[config.mk]
export PLATFORM = sky130hd
export DESIGN_NAME = arbitrated_mux
export DESIGN_NICKNAME = d
export VERILOG_FILES = /design/src/rtl/arbitrated_mux.sv
export SDC_FILE = /design/constraint.sdc
export NUM_CORES = 1
export LEC_CHECK = 0
export CORE_ASPECT_RATIO = 0.6
export CORE_MARGIN = 2
export CORE_UTILIZATION = 38
export CTS_BUF_LIST = sky130_fd_sc_hd__clkbuf_8
export CTS_CLUSTER_DIAMETER = 40
export DETAILED_ROUTE_END_ITERATION = 8
export HOLD_SLACK_MARGIN = 0.15
export PLACE_DENSITY = 0.89
export SETUP_SLACK_MARGIN = 0.5
export SKIP_CTS_REPAIR_TIMING = 1
export SYNTH_ARGS = -nofsm -noshare
export SYNTH_HDL_FRONTEND = slang
export SYNTH_SLANG_ARGS = --single-unit
[constraint.sdc]
create_clock -name clk -period 4.1 [get_ports clk]
set_input_delay 0.82 -clock clk [delete_from_list [all_inputs] [get_ports clk]]
set_output_delay 0.82 -clock clk [all_outputs]
set_load 0.02 [all_outputs]
[src/rtl/arbitrated_mux.sv]
// rtl/arbitrated_mux.sv - N-way valid/ready arbiter feeding a single-entry registered output stage
module arbitrated_mux #(
    parameter int WIDTH           = 32,
    parameter int INPUT_BUS_COUNT = 4,
    parameter bit ROUND_ROBIN     = 1'b1
) (
    input  logic                               clk,
    input  logic                               reset,
    input  logic [INPUT_BUS_COUNT-1:0]         in_valid,
    input  logic [WIDTH-1:0]                   input_busses [INPUT_BUS_COUNT-1:0],
    output logic [INPUT_BUS_COUNT-1:0]         in_ready,
    output logic                               out_valid,
    output logic [WIDTH-1:0]                   selected_data,
    output logic [$clog2(INPUT_BUS_COUNT)-1:0] out_source,
    input  logic                               out_ready
);

    localparam int SW = $clog2(INPUT_BUS_COUNT);
    localparam logic [SW:0]   COUNT_W = (SW+1)'(INPUT_BUS_COUNT);
    localparam logic [SW-1:0] LAST_CH = SW'(INPUT_BUS_COUNT - 1);

    logic [SW-1:0] rr_pointer;
    logic [SW-1:0] scan_base;
    logic [SW-1:0] grant;
    logic [SW:0]   scan_sum;
    logic [SW-1:0] scan_idx;
    logic          found;
    logic          slot_free;
    logic          take;

    assign scan_base = ROUND_ROBIN ? rr_pointer : '0;
    assign slot_free = !out_valid || out_ready;
    assign take      = (|in_valid) && slot_free && !reset;

    // Scan from scan_base upward with an explicit wrap so non-power-of-two counts work.
    always_comb begin
        grant    = '0;
        found    = 1'b0;
        scan_sum = '0;
        scan_idx = '0;
        for (int k = 0; k < INPUT_BUS_COUNT; k++) begin
            scan_sum = {1'b0, scan_base} + k[SW:0];
            if (scan_sum >= COUNT_W) begin
                scan_sum = scan_sum - COUNT_W;
            end
            scan_idx = scan_sum[SW-1:0];
            if (!found && in_valid[scan_idx]) begin
                grant = scan_idx;
                found = 1'b1;
            end
        end
    end

    always_comb begin
        in_ready = '0;
        if (take) begin
            in_ready[grant] = 1'b1;
        end
    end

    always_ff @(posedge clk) begin
        if (reset) begin
            out_valid     <= 1'b0;
            selected_data <= '0;
            out_source    <= '0;
        end else if (take) begin
            out_valid     <= 1'b1;
            selected_data <= input_busses[grant];
            out_source    <= grant;
        end else if (out_valid && out_ready) begin
            out_valid     <= 1'b0;
        end
    end

    always_ff @(posedge clk) begin
        if (reset) begin
            rr_pointer <= '0;
        end else if (ROUND_ROBIN && take) begin
            rr_pointer <= (grant == LAST_CH) ? '0 : grant + SW'(1);
        end
    end

endmodule

==> run metrics <==
combinational power share=48.7%; Root Buffer=clkbuf_8; worst hold slack=around 0.47 ns; RD Place Congestion=0.785; sw frac=between 30 and 40%; Post-Syn Area=0.00228 mm^2; share of cells above drive strength 1=12.2%; Setup crit end=in_ready[3]; critical path capture point type=output pin; Initial DRT Pass Iterations=4; die area=0.00665 mm^2; status=completed; Warnings, synthesis=0; crit path max fanout=5; Synth async-reset ratio=0%; Synth Area in Simple Gates=a little under a tenth; initial core utilization=between 40% and 50%; core area=0.00568 mm^2; Die W=104 um; Final Max Tran Viols=0; Slew Limit Headroom=about two thirds; Arr. time, crit path=roughly 2.8 ns; RSZ-0062 raised after global routing=true; Remaining DRCs=0; largest family of logic cells by synthesized area=multiplexers; CTS Sinks=37; syn_nets=between 300 and 400; worst r2r dst=selected_data[5]; I/O pins=174; Total GRT Usage=between 20% and 30%; ranking of synthesized cells by area=dfxtp_1 33%, mux2i_1 29%, o221ai_2 13%; CTS tree=yes; FF-to-FF setup slack=about 1.9 ns; GR Util met3=under 10%; most frequent cell after synthesis=mux2i_1; # diodes=0; Vias=2371; Req. time, crit path=between 3 and 4 ns; Tcrit/Tclk final=approximately nine tenths; HP Start=selected_data[5]; CTS buffer count=5; HP Class=flop to flop; Port Buffer Count=around 170; hpwl dp=about 6000 um; most used cell, CP=clkdlybuf4s50_1; Flop pwr share=roughly 34%; setup_tns=0 ns; Crit-path slowest cell=clkdlybuf4s50_1; antenna violation net count after detailed routing=0; Reg2Reg Depth=8; most frequent cells after synthesis=67 x mux2i_1, 37 x dfxtp_1, 33 x nand2_1, 20 x o221ai_2, 12 x o221ai_1; Worst Skew=around 0.0023 ns; worst-case clock buffer depth=2; Post-synth EDFFs=0; wire length of the first global-routing pass=between 10000 and 15000 um; clock share of power=between 10% and 20%; Peak VDD IR=about 0.16 mV; routing usage on met2=between 40% and 50%; GR peak layer=met2; Final setup viols=0; fillers=~440; vias per std cell=roughly 5.0; WL final=between 7000 and 8000 um; Skew-Pair Late Insertion Delay=approximately 0.28 ns; CP Launch Type=input port; Iteration-0 DRC Markers=roughly 110; Switch Pwr=468 uW; Final Net Count=about 530; Critical path origin=in_valid[1]; worst r2r src=rr_pointer[1]; Compound-Gate Fraction of Synth Area=around a fifth; vias in the first global route=roughly 2500; GR Overflow Total=0; Crit Path Class=input port to output pin; largest net degree at the start of global routing=33; leading area contributor after synthesis=dfxtp_1; Leak=0.00164 uW; post-synthesis cell type count=29; wire length per cell=16.3 um; Hold Violations, Final=0; cells after synthesis=roughly 220; H-tree depth=2; Die Span Y=between 60 and 70 um; site row count=21; worst slew pin tran=0.513 ns; pwr/cell area=330 mW/mm^2; Adder-Cell Fraction of Synth Area=0.549%; top cell type's share of synthesized area=between 30% and 40%; internal power=between 900 and 1000 uW; Mapped Avg Cell Area=between 10 and 15 um^2; Clock Pin Slew Worst Setup and Hold Paths=~0.07 ns; Final min period=~3.6 ns; initial antenna violation count=0; CP cell instances=clkdlybuf4s50_1 -> nand2b_1 -> a21oi_1 -> a211oi_2 -> buf_4 -> ha_1 -> and2_1 -> clkdlybuf4s50_1; portion of netlist area occupied by mux cells=just under 30%; MaxCap Viol Count=0; post-synthesis register bit count=37; top_reg_cell synth=dfxtp_1; slowest cell delay on critical path=0.60 ns; met1 Use GR=between 20% and 30%; fmax=275 MHz; XOR/XNOR Fraction of Synth Area=0%; Area growth, synth to finish=83.0%; register area share after synthesis=32.5%
## routing by layer
layer / share of wire (%) / vias up
met1: 42 / 1094
li1: - / 1173
met2: 49 / 100
met3: 8.2 / 4
met4: 0.49 / 0
met5: 0 / -
## per-stage QoR
| step | total power (uW) | area (um^2) | setup WS [ns] | instances | util [%] |
|---|---|---|---|---|---|
| 2_1_floorplan | 831 | 2280 | 1.28 | 218 | - |
| 3_3_place_gp | 1110 | 4020 | 0.431 | 458 | 70.8 |
| 3_5_place_dp | 1120 | 4020 | 0.350 | 458 | 70.8 |
| 4_1_cts | 1370 | 4100 | 0.336 | 466 | 72.2 |
| 5_1_grt | 1450 | 4170 | 0.353 | 474 | 73.4 |
| 6_report | 1380 | 4170 | 0.465 | 474 | 73.4 |
## critical path: cells and delay by family
family / cells / cell delay (ns)
buffers and inverters: 3 / 1.34
AND/OR/NAND/NOR: 2 / 0.27
AO/OA/AOI/OAI: 2 / 0.24
adder cells (fa/ha/maj): 1 / 0.13
## registers in the layout (all words and copies together) (netlist names)
| signal | count |
|---|---|
| out_source | 2 |
| out_valid | 1 |
| rr_pointer | 2 |
| selected_data | 32 |
## power by group through the flow
stage                     Sequential, uW  Combinational [uW]  Clock, uW
final                                462                 671        244
after global routing                 469                 712        273
after CTS                            462                 654        252
after detailed placement             469                 653          0
after global placement               463                 643          0
after floorplan                      536                 295          0
## how the worst min path moves through the flow
stage                              endpoint  slack, ns  depth (start not counted)
after detailed placement  selected_data[17]       0.45                          2
after floorplan               rr_pointer[0]       0.49                          2
after CTS                 selected_data[11]       0.47                          2
after global routing      selected_data[11]       0.50                          2
after global placement     selected_data[2]       0.44                          2
final                      selected_data[5]       0.47                          2
## cell usage in the layout (no fill, tap or decap), types with 2 or more instances in the layout
| cell | n |
|---|---|
| clkdlybuf4s50_1 | 170 |
| mux2i_1 | 67 |
| dfxtp_1 | 37 |
| nand2_1 | 33 |
| o221ai_2 | 20 |
| buf_4 | 13 |
| o221ai_1 | 12 |
| nor2_1 | 8 |
| clkbuf_8 | 5 |
| inv_1 | 4 |
| a21oi_1 | 3 |
| dlymetal6s2s_1 | 3 |
| nand2b_1 | 2 |
| clkinv_2 | 2 |
## layout make-up
cell class              instances  area (um^2)  area share (%)
well taps                      80          100            2.40
clock inverters                 3         13.8           0.330
clock buffers                   5         68.8            1.65
multi-input cells             159         1390            33.4
repair buffers                186         1840            44.1
inverters                       4         15.0           0.360
flip-flops and latches         37          741            17.8
## cell families after synthesis
kind of cell,after synthesis
multiplexers,67
buffers and inverters,22
flip-flops,37
AO/OA/AOI/OAI,41
AND/OR/NAND/NOR,50
adder cells (fa/ha/maj),1
Power figures use the tool's default switching activity.
